`src/rtl/obi_sram_if.sv`:
```
// OBI request/response channel between an upstream request driver and the
// SRAM subordinate.
//   master : drives req/addr/we/be/wdata, receives gnt/rvalid/rdata/err
//   slave  : the subordinate side of the same signals
interface obi_sram_if;
    logic        req_i;
    logic        gnt_o;
    logic [31:0] addr_i;
    logic        we_i;
    logic [3:0]  be_i;
    logic [31:0] wdata_i;
    logic        rvalid_o;
    logic [31:0] rdata_o;
    logic        err_o;

    modport master (
        output req_i, addr_i, we_i, be_i, wdata_i,
        input  gnt_o, rvalid_o, rdata_o, err_o
    );

    modport slave (
        input  req_i, addr_i, we_i, be_i, wdata_i,
        output gnt_o, rvalid_o, rdata_o, err_o
    );
endinterface

```
`src/rtl/obi_sram_subordinate.sv`:
```
// OBI subordinate fronting a single-port 32-bit SRAM.
// A request waits WAIT_STATES cycles (0..7) before it is granted. In the
// grant cycle an in-range request drives the SRAM strobes; an out-of-range
// or misaligned request touches nothing and is answered with err_o. Every
// accepted transfer gets exactly one response in the following cycle.
// Ports:
//   clk_i, rst_i    clock, synchronous active-high reset
//   bus             OBI slave modport (req/gnt/addr/we/be/wdata/rvalid/rdata/err)
//   sram_csb_o      chip select, active low
//   sram_web_o      write enable, active low
//   sram_wmask_o    byte write mask
//   sram_addr_o     word address
//   sram_din_o      write data
//   sram_dout_i     read data, valid the cycle after a read access
module obi_sram_subordinate #(
    parameter int unsigned MEM_AW      = 10,
    parameter int unsigned WAIT_STATES = 1
) (
    input  logic              clk_i,
    input  logic              rst_i,
    obi_sram_if.slave         bus,
    output logic              sram_csb_o,
    output logic              sram_web_o,
    output logic [3:0]        sram_wmask_o,
    output logic [MEM_AW-1:0] sram_addr_o,
    output logic [31:0]       sram_din_o,
    input  logic [31:0]       sram_dout_i
);

    localparam logic [2:0] WAIT_N = 3'(WAIT_STATES);

    logic [2:0] wait_cnt;
    logic       accept;
    logic       in_range;
    logic       access;
    logic       rsp_vld;
    logic       rsp_we;
    logic       rsp_err;

    // Grant is held low through reset so nothing is accepted while the
    // response registers are being cleared.
    always_comb begin
        bus.gnt_o = 1'b0;
        if (!rst_i) begin
            if (WAIT_STATES == 0) bus.gnt_o = bus.req_i;
            else                  bus.gnt_o = bus.req_i && (wait_cnt == WAIT_N);
        end
    end

    assign accept   = bus.req_i && bus.gnt_o;
    assign in_range = (bus.addr_i[1:0] == 2'b00) &&
                      ((bus.addr_i >> (MEM_AW + 2)) == 32'd0);
    assign access   = accept && in_range;

    // A dropped request restarts the wait from zero.
    always_ff @(posedge clk_i) begin
        if (rst_i || !bus.req_i || accept) wait_cnt <= 3'd0;
        else                               wait_cnt <= wait_cnt + 3'd1;
    end

    assign sram_csb_o   = !access;
    assign sram_web_o   = !(access && bus.we_i);
    assign sram_wmask_o = (access && bus.we_i) ? bus.be_i : 4'b0000;
    assign sram_addr_o  = bus.addr_i[MEM_AW+1:2];
    assign sram_din_o   = bus.wdata_i;

    // Response attributes are latched at acceptance so a request arriving
    // during the response cycle cannot alter the answer going out.
    always_ff @(posedge clk_i) begin
        if (rst_i) begin
            rsp_vld <= 1'b0;
            rsp_we  <= 1'b0;
            rsp_err <= 1'b0;
        end else begin
            rsp_vld <= accept;
            rsp_we  <= bus.we_i;
            rsp_err <= !in_range;
        end
    end

    // Masking with rst_i kills a response whose cycle coincides with reset;
    // the register is cleared at the same edge, so it never comes back.
    assign bus.rvalid_o = rsp_vld && !rst_i;
    assign bus.err_o    = bus.rvalid_o && rsp_err;
    assign bus.rdata_o  = (bus.rvalid_o && !rsp_we && !rsp_err) ? sram_dout_i : 32'd0;

endmodule

```
`src/flat_wrapper.sv`:
```
// flat-port wrapper written by rule: the top's interface ports become plain ports
module obi_sram_subordinate_flat 
#(
    parameter int unsigned MEM_AW      = 10,
    parameter int unsigned WAIT_STATES = 1
)
  (clk_i, rst_i, sram_csb_o, sram_web_o, sram_wmask_o, sram_addr_o, sram_din_o, sram_dout_i, bus_req_i, bus_addr_i, bus_we_i, bus_be_i, bus_wdata_i, bus_gnt_o, bus_rvalid_o, bus_rdata_o, bus_err_o);
  obi_sram_if bus_i ();
  input  logic clk_i;
  input  logic rst_i;
  output logic sram_csb_o;
  output logic sram_web_o;
  output logic [3:0] sram_wmask_o;
  output logic [MEM_AW-1:0] sram_addr_o;
  output logic [31:0] sram_din_o;
  input  logic [31:0] sram_dout_i;
  input wire logic [$bits(bus_i.req_i)-1:0] bus_req_i;
  input wire logic [$bits(bus_i.addr_i)-1:0] bus_addr_i;
  input wire logic [$bits(bus_i.we_i)-1:0] bus_we_i;
  input wire logic [$bits(bus_i.be_i)-1:0] bus_be_i;
  input wire logic [$bits(bus_i.wdata_i)-1:0] bus_wdata_i;
  output wire logic [$bits(bus_i.gnt_o)-1:0] bus_gnt_o;
  output wire logic [$bits(bus_i.rvalid_o)-1:0] bus_rvalid_o;
  output wire logic [$bits(bus_i.rdata_o)-1:0] bus_rdata_o;
  output wire logic [$bits(bus_i.err_o)-1:0] bus_err_o;
  assign bus_i.req_i = bus_req_i;
  assign bus_i.addr_i = bus_addr_i;
  assign bus_i.we_i = bus_we_i;
  assign bus_i.be_i = bus_be_i;
  assign bus_i.wdata_i = bus_wdata_i;
  assign bus_gnt_o = bus_i.gnt_o;
  assign bus_rvalid_o = bus_i.rvalid_o;
  assign bus_rdata_o = bus_i.rdata_o;
  assign bus_err_o = bus_i.err_o;
  obi_sram_subordinate #(.MEM_AW(MEM_AW), .WAIT_STATES(WAIT_STATES)) u_core (.clk_i(clk_i), .rst_i(rst_i), .bus(bus_i), .sram_csb_o(sram_csb_o), .sram_web_o(sram_web_o), .sram_wmask_o(sram_wmask_o), .sram_addr_o(sram_addr_o), .sram_din_o(sram_din_o), .sram_dout_i(sram_dout_i));
endmodule
```
`config.mk`:
```
export PLATFORM = sky130hd
export DESIGN_NAME = obi_sram_subordinate_flat
export DESIGN_NICKNAME = d
export VERILOG_FILES = /design/src/rtl/obi_sram_if.sv /design/src/rtl/obi_sram_subordinate.sv /design/src/flat_wrapper.sv
export SDC_FILE = /design/constraint.sdc
export NUM_CORES = 1
export LEC_CHECK = 0
export BUFFER_PORTS_ARGS = -buffer_cell sky130_fd_sc_hd__buf_2
export CELL_PAD_IN_SITES_DETAIL_PLACEMENT = 1
export CELL_PAD_IN_SITES_GLOBAL_PLACEMENT = 2
export CORE_MARGIN = 3
export CORE_UTILIZATION = 10
export CTS_BUF_LIST = sky130_fd_sc_hd__clkbuf_8
export CTS_CLUSTER_DIAMETER = 60
export DETAILED_ROUTE_END_ITERATION = 12
export GPL_ROUTABILITY_DRIVEN = 0
export PLACE_DENSITY = 0.89
export SLEW_MARGIN = 20
export SYNTH_ARGS = -nofsm -noshare
export SYNTH_HDL_FRONTEND = slang
export SYNTH_SLANG_ARGS = --single-unit
```
`constraint.sdc`:
```
create_clock -name clk_i -period 3.01 [get_ports clk_i]
set_clock_uncertainty 0.2 [all_clocks]
set_input_delay 0.4515 -clock clk_i [delete_from_list [all_inputs] [get_ports clk_i]]
set_output_delay 0.4515 -clock clk_i [all_outputs]
set_load 0.02 [all_outputs]
```
Word-level counts from Yosys, hierarchy flattened
Cells that the tools add are included.
{"block": "word_totals", "regBits": 6, "word_cells": 29}
{"block": "op_classes", "add_sub_neg": 1, "eq_ne": 1, "n_mux": 3, "reduce_logical": 20}
{"operator": "32-bit zero test", "count": 1}
{"operator": "32-bit two-way mux", "count": 1}
{"operator": "1-bit logical AND", "count": 9}
{"operator": "1-bit zero test", "count": 7}
{"operator": "4-bit two-way mux", "count": 1}
{"operator": "3-bit by 1-bit adder with 3-bit output, second input constant", "count": 1}
{"operator": "3-bit by 1-bit == test with 1-bit output, second input constant", "count": 1}
{"operator": "2-bit zero test", "count": 1}
{"operator": "1-bit logical OR", "count": 2}
{"operator": "1-bit two-way mux", "count": 1}

Logic depth before layout (Yosys ltp)
Gate-level depths: netlist (run 1).
{"block": "depth", "ltp_word": 7, "depth_mapped": 6, "ltp_nobuf": 5}

Worst setup path after synthesis (run 1)
Ideal clock, no wire load.
{"block": "synth_path", "path_kind": "register to output", "startpoint": "register u_core.wait_cnt[0]", "endpoint": "output sram_wmask_o[0]", "t_arrival_ns": 1.484, "required_time_ns": 2.359, "path_slack_ns": 0.874, "path_stages_with_launch": 6, "path_buffers": 1, "cell_sequence": "dfxtp_1 -> ha_1 -> and4bb_2 -> buf_2 -> nand3_1 -> nor3_1"}
{"block": "synth_between", "elab_chain_len": 7}
{"item": "start, declared", "line_no": "obi_sram_subordinate.sv:32", "source": "logic [2:0] wait_cnt;"}
{"item": "start signal, assigned", "line_no": "obi_sram_subordinate.sv:58", "source": "else wait_cnt <= wait_cnt + 3'd1;"}
{"item": "3-bit by 1-bit == test with 1-bit output", "line_no": "obi_sram_subordinate.sv:46", "source": "else bus.gnt_o = bus.req_i && (wait_cnt == WAIT_N);"}
{"item": "1-bit logical AND", "line_no": "obi_sram_subordinate.sv:46"}
{"item": "1-bit two-way mux", "line_no": "obi_sram_subordinate.sv:44", "source": "if (!rst_i) begin"}
{"item": "net bus_gnt_o", "line_no": "flat_wrapper.sv:22", "source": "output wire logic [$bits(bus_i.gnt_o)-1:0] bus_gnt_o;"}
{"item": "1-bit logical AND", "line_no": "obi_sram_subordinate.sv:50", "source": "assign accept = bus.req_i && bus.gnt_o;"}
{"item": "1-bit logical AND", "line_no": "obi_sram_subordinate.sv:53", "source": "assign access = accept && in_range;"}
{"item": "1-bit logical AND", "line_no": "obi_sram_subordinate.sv:63", "source": "assign sram_wmask_o = (access && bus.we_i) ? bus.be_i : 4'b0000;"}
{"item": "4-bit two-way mux", "line_no": "obi_sram_subordinate.sv:63"}
{"item": "end, declared", "line_no": "flat_wrapper.sv:13", "source": "output logic [3:0] sram_wmask_o;"}
The timed path passes the listed nets, and every way through them passes these cells.

Worst setup path in the final report (run 1)
{"block": "layout_path", "startpoint": "register u_core.wait_cnt[0]", "endpoint": "output sram_wmask_o[1]"}
{"block": "layout_between", "elab_chain_len": 7}
{"item": "3-bit by 1-bit == test with 1-bit output", "line_no": "obi_sram_subordinate.sv:46"}
{"item": "1-bit logical AND", "line_no": "obi_sram_subordinate.sv:46"}
{"item": "1-bit two-way mux", "line_no": "obi_sram_subordinate.sv:44"}
{"item": "1-bit logical AND", "line_no": "obi_sram_subordinate.sv:50"}
{"item": "1-bit logical AND", "line_no": "obi_sram_subordinate.sv:53"}
{"item": "1-bit logical AND", "line_no": "obi_sram_subordinate.sv:63"}
{"item": "4-bit two-way mux", "line_no": "obi_sram_subordinate.sv:63"}
Every way passes these cells.

==> results of run 1 <==
## metrics by stage
step	setup WS, ns	power [W]	hold WS [ns]
after floorplan	0.874	0.000183	0.221
after global placement	0.781	0.000146	0.236
after detailed placement	0.753	0.000148	0.253
after CTS	0.751	0.000270	0.260
after global routing	0.587	0.000282	0.294
final	0.782	0.000264	0.255
## worst max-delay path: cells and delay by family, from the launching register on
kind / cells / cell delay (ns)
simple gates: 3 / 0.57
buf+inv: 1 / 0.19
flops: 1 / 0.36
fa+ha+maj: 1 / 0.22
## state kept, by name, indices dropped and copies added, names as in the netlist
register and count:
u_core.wait_cnt 3, u_core.rsp_err 1, u_core.rsp_vld 1, u_core.rsp_we 1
## metal layers
metal / routed length, um / global-route usage
met5: 0 / 0
met4: 37 / 0.0190
met3: 431 / 0.0212
met2: 1510 / 0.0935
met1: 1210 / 0.0584
## synthesized netlist by cell type
master / number
buf_4: 42
nor2b_2: 1
nand2b_1: 1
nor3_1: 4
a21oi_1: 1
mux2i_1: 1
nor3b_1: 1
and3_1: 1
nand3b_1: 1
ha_1: 2
nor4_1: 4
nor2_1: 6
buf_2: 1
clkbuf_2: 3
and2b_2: 1
dfxtp_1: 6
and2_2: 33
nand3_1: 6
inv_1: 1
nor3b_4: 1
nand4_1: 2
and4_1: 1
and4bb_2: 2
## kinds of logic (layout without fill, tap and decap cells)
group                    count (synthesis)  after routing  share of synthesized area
AND/OR/NAND/NOR                         65             65                      0.477
buffers and inverters                   47            107                      0.355
flip-flops                               6              6                      0.126
adder cells (fa/ha/maj)                  2              2                     0.0262
AO/OA/AOI/OAI                            1              1                    0.00524
multiplexers                             1              1                     0.0105
## final cells by class
cell class	count	share of cell area
well taps	129	0.120
clock buffers	3	0.0308
inverters	1	0.00280
flip-flops and latches	6	0.0896
repair buffers	103	0.387
multi-input cells	69	0.370
## power breakdown
group          total [W]  switching (W)  internal [W]  leakage, nW
Clock           0.000118      0.0000325     0.0000857       0.0216
Combinational  0.0000598      0.0000235     0.0000363        0.661
Sequential     0.0000857     0.00000250     0.0000832       0.0493
## path summary, 6_finish.rpt
check	startpoint	endpoint	depth (start not counted)
min	u_core.wait_cnt[0]	u_core.wait_cnt[0]	1
max	u_core.wait_cnt[0]	sram_wmask_o[1]	5
max reg2reg	u_core.wait_cnt[1]	u_core.wait_cnt[2]	5
min reg2reg	u_core.wait_cnt[0]	u_core.wait_cnt[0]	1
==> flow_metrics.env, run 1 <==
export IMPL_status="complete, no violations"
export IMPL_fillers=1138
export IMPL_powerDensity_mw_per_mm2=197
export IMPL_cts_hold_buffers=0
export IMPL_vdd_drop_max_v=0.0000741
export IMPL_multi_input_area_um2=495
export IMPL_tritoncts="done"
export IMPL_avgRoutedWirePerCell_um=10.2
export IMPL_clk_pin_slew_ns=0.04
export IMPL_tightest_slew_ns=0.335
export IMPL_r2r_setup_slack_ns=1.76
export IMPL_drv_cap=0
export IMPL_drtIter0Drc=8
export IMPL_synth_fp_nets=228
export IMPL_post_cts_resized=0
export IMPL_diodes=0
export IMPL_yosysTopAreaCellShare=0.330
export IMPL_post_route_period_util=0.740
export IMPL_cts_root_buf="clkbuf_8"
export IMPL_cts_setup_buffers=0
export IMPL_synthCells=122
export IMPL_synth_avg_cell_area_um2=7.83
export IMPL_report_final_setup_viol=0
export IMPL_num_vias=1018
export IMPL_place_inst=308
export IMPL_cp_end_kind="output port"
export IMPL_hp_class="reg -> reg"
export IMPL_placed_area_mm2=0.00130
export IMPL_fmax_mhz=449
export IMPL_setup_tns_ns=0
export IMPL_path_max_fanout=7
export IMPL_drc=0
export IMPL_hpwl_um=2870
export IMPL_antenna_found_initial=0
export IMPL_fin_crit_ns=2.23
export IMPL_yosysUniqueCellTypes=23
export IMPL_final_common_cell="buf_2"
export IMPL_syn_to_final_growth_pct=40.4
export IMPL_start_util=0.103
export IMPL_dieWidth_um=104
export IMPL_chipHeight_um=104
export IMPL_criticalPathCategory="reg -> out"
export IMPL_cts_buffers=3
export IMPL_ys_seq_area_frac=0.126
export IMPL_drive_above_1_share=0.791
export IMPL_final_nets=290
export IMPL_mappedNetlistArea_um2=955
export IMPL_hold_viol=0
export IMPL_worstSetupStartpointType="register"
export IMPL_grt_total_usage=0.0534
export IMPL_cp_slowest_cell="dfxtp_1"
export IMPL_finalMaxSlewViolations=0
export IMPL_final_cell_mix="buf_2 (102), and2_2 (33), nor2_1 (6), nand3_1 (6), dfxtp_1 (6)"
export IMPL_h_tree_depth=1
export IMPL_antenna_left=0
export IMPL_grt_pass1_vias=1025
export IMPL_post_route_util=0.145
export IMPL_clock_path_buffers=2
export IMPL_crit_arrival_ns=1.58
export IMPL_drt_first_pass_iters=2
export IMPL_slew_headroom=0.775
export IMPL_wl_um=3180
export IMPL_core_area_mm2=0.00924
export IMPL_std_cell_rows=35
export IMPL_p_leak_nw=0.732
export IMPL_vias_per_cell=3.27
export IMPL_ios=187
export IMPL_final_seq_area_um2=120
export IMPL_path_cells="ha_1, and4bb_2, nand3_1, nor3_1, buf_2"
export IMPL_clk_latency_ns=0.22
export IMPL_yosys_top_cells_area="buf_4 (33%), and2_2 (26%), dfxtp_1 (13%)"
export IMPL_portBuffers=102
export IMPL_grt_max_degree=33
export IMPL_ys_warnings_count=0
export IMPL_rsz0062_at_grt="no"
export IMPL_max_stage_delay_ns=0.36
export IMPL_cts_sinks=6
export IMPL_fin_area_mm2=0.00134
export IMPL_layoutNonFillerInstCount=311
export IMPL_dieArea_mm2=0.0108
export IMPL_synth_seq_cells=6
export IMPL_grt_overflow_total=0
export IMPL_grt_pass1_wl_um=4890
export IMPL_synth_top_area_cell="buf_4"
export IMPL_required_ns=2.36
(Power assumes the default switching activity.)
==> run 2, diff against run 1 <==
clock period = 2.33 ns   (was 3.01 ns; I/O delays follow)
==> run 2 against run 1 <==
Compared with the run above: combinational power rose by 29%; largest power group unchanged; cell count did not move; register-to-register slack got worse by 0.64 ns; highest routed layer unchanged.
==> flow_metrics.env, run 2 (synthesis gave the netlist of run 1 again) <==
export IMPL_status="complete, no violations"
export IMPL_hp_class="in -> reg"
export IMPL_num_vias=1024
export IMPL_clk_pin_slew_ns=0.04
export IMPL_start_util=0.103
export IMPL_syn_to_final_growth_pct=40.4
export IMPL_hold_viol=0
export IMPL_cts_buffers=3
export IMPL_portBuffers=102
export IMPL_fin_crit_ns=2.10
export IMPL_report_final_setup_viol=0
export IMPL_cp_slowest_cell="dfxtp_1"
export IMPL_diodes=0
export IMPL_criticalPathCategory="reg -> out"
export IMPL_grt_pass1_vias=1024
export IMPL_rsz0062_at_grt="no"
export IMPL_antenna_found_initial=0
export IMPL_grt_total_usage=0.0539
export IMPL_ios=187
export IMPL_antenna_left=0
export IMPL_final_nets=290
export IMPL_grt_pass1_wl_um=4850
export IMPL_post_cts_resized=0
export IMPL_path_cells="ha_1, and4bb_2, nand3_1, nor3_1, buf_2"
export IMPL_cts_root_buf="clkbuf_8"
export IMPL_post_route_period_util=0.902
export IMPL_cts_sinks=6
export IMPL_drc=0
export IMPL_fin_ws_ns=0.228
export IMPL_cts_setup_buffers=0
export IMPL_final_common_cell="buf_2"
export IMPL_cts_hold_buffers=0
export IMPL_h_tree_depth=1
export IMPL_clk_latency_ns=0.21
export IMPL_max_stage_delay_ns=0.35
export IMPL_dieArea_mm2=0.0108
export IMPL_clock_path_buffers=2
export IMPL_path_max_fanout=7
export IMPL_vdd_drop_max_v=0.000128
export IMPL_grt_overflow_total=0
export IMPL_drive_above_1_share=0.791
export IMPL_dieWidth_um=104
export IMPL_required_ns=1.78
export IMPL_std_cell_rows=35
export IMPL_grt_max_degree=33
export IMPL_tightest_slew_ns=0.362
export IMPL_tritoncts="done"
export IMPL_totalPowerFinal_w=0.000338
export IMPL_chipHeight_um=104
export IMPL_drtIter0Drc=24
export IMPL_drv_cap=0
export IMPL_largest_reg_flops=3
export IMPL_crit_arrival_ns=1.55
export IMPL_top_register="u_core.wait_cnt"
export IMPL_cp_end_kind="output port"
export IMPL_drt_first_pass_iters=3
export IMPL_avgRoutedWirePerCell_um=10.2
export IMPL_core_area_mm2=0.00924
export IMPL_p_leak_nw=0.732
export IMPL_wl_um=3160
export IMPL_final_cell_mix="buf_2 (102), and2_2 (33), nor2_1 (6), nand3_1 (6), dfxtp_1 (6)"
export IMPL_post_place_ws_ns=0.310
export IMPL_worstSetupStartpointType="register"
export IMPL_finalMaxSlewViolations=0
export IMPL_powerDensity_mw_per_mm2=252
export IMPL_hpwl_um=2830
export IMPL_setup_tns_ns=0
export IMPL_vias_per_cell=3.29
export IMPL_slew_headroom=0.756
export IMPL_fmax_mhz=476
==> run 2: cell counts in the layout (fill, tap and decap cells not counted) <==
Identical to the previous run, type by type.
==> run 2: where the power goes <==
part | internal, W | switching, W
registers | 0.000107 | 0.00000293
logic | 0.0000468 | 0.0000303
clock network | 0.000111 | 0.0000395
==> run 2: path summary, 6_finish.rpt <==
kind                            depth (start not counted)                  to  slack (ns)          startpoint
worst max-delay path                                    5     sram_wmask_o[1]        0.23  u_core.wait_cnt[0]
worst min-delay path                                    2      u_core.rsp_err        0.19               rst_i
worst max register to register                          5  u_core.wait_cnt[2]        1.12  u_core.wait_cnt[1]
worst min register to register                          1  u_core.wait_cnt[0]        0.26  u_core.wait_cnt[0]
==> run 2: worst max-delay path: cells and delay by family (launching register included) <==
kind          cells  cell delay [ns]
fa+ha+maj         1             0.21
buf+inv           1             0.19
flops             1             0.35
simple gates      3             0.58
==> run 2: area by class of cell <==
| cell class | count | area (um^2) |
|---|---|---|
| flip-flops and latches | 6 | 120 |
| fillers | 1149 | 7900 |
| multi-input cells | 69 | 495 |
| well taps | 129 | 161 |
| repair buffers | 103 | 518 |
| inverters | 1 | 3.75 |
| clock buffers | 3 | 41.3 |
==> run 2: metal layers <==
| metal | up-vias | global-route usage | part of all wire |
|---|---|---|---|
| li1 | 475 | - | - |
| met1 | 455 | 0.0562 | 0.38 |
| met2 | 88 | 0.0986 | 0.47 |
| met3 | 6 | 0.0224 | 0.13 |
| met4 | 0 | 0.0161 | 0.012 |
| met5 | - | 0 | 0 |
==> run 2: through the flow <==
step	util	cells	hold slack, ns	instance area (um^2)
2_1_floorplan	-	122	0.219	955
3_3_place_gp	0.141	308	0.230	1300
3_5_place_dp	0.141	308	0.253	1300
4_1_cts	0.145	311	0.199	1340
5_1_grt	0.145	311	0.221	1340
6_report	0.145	311	0.186	1340
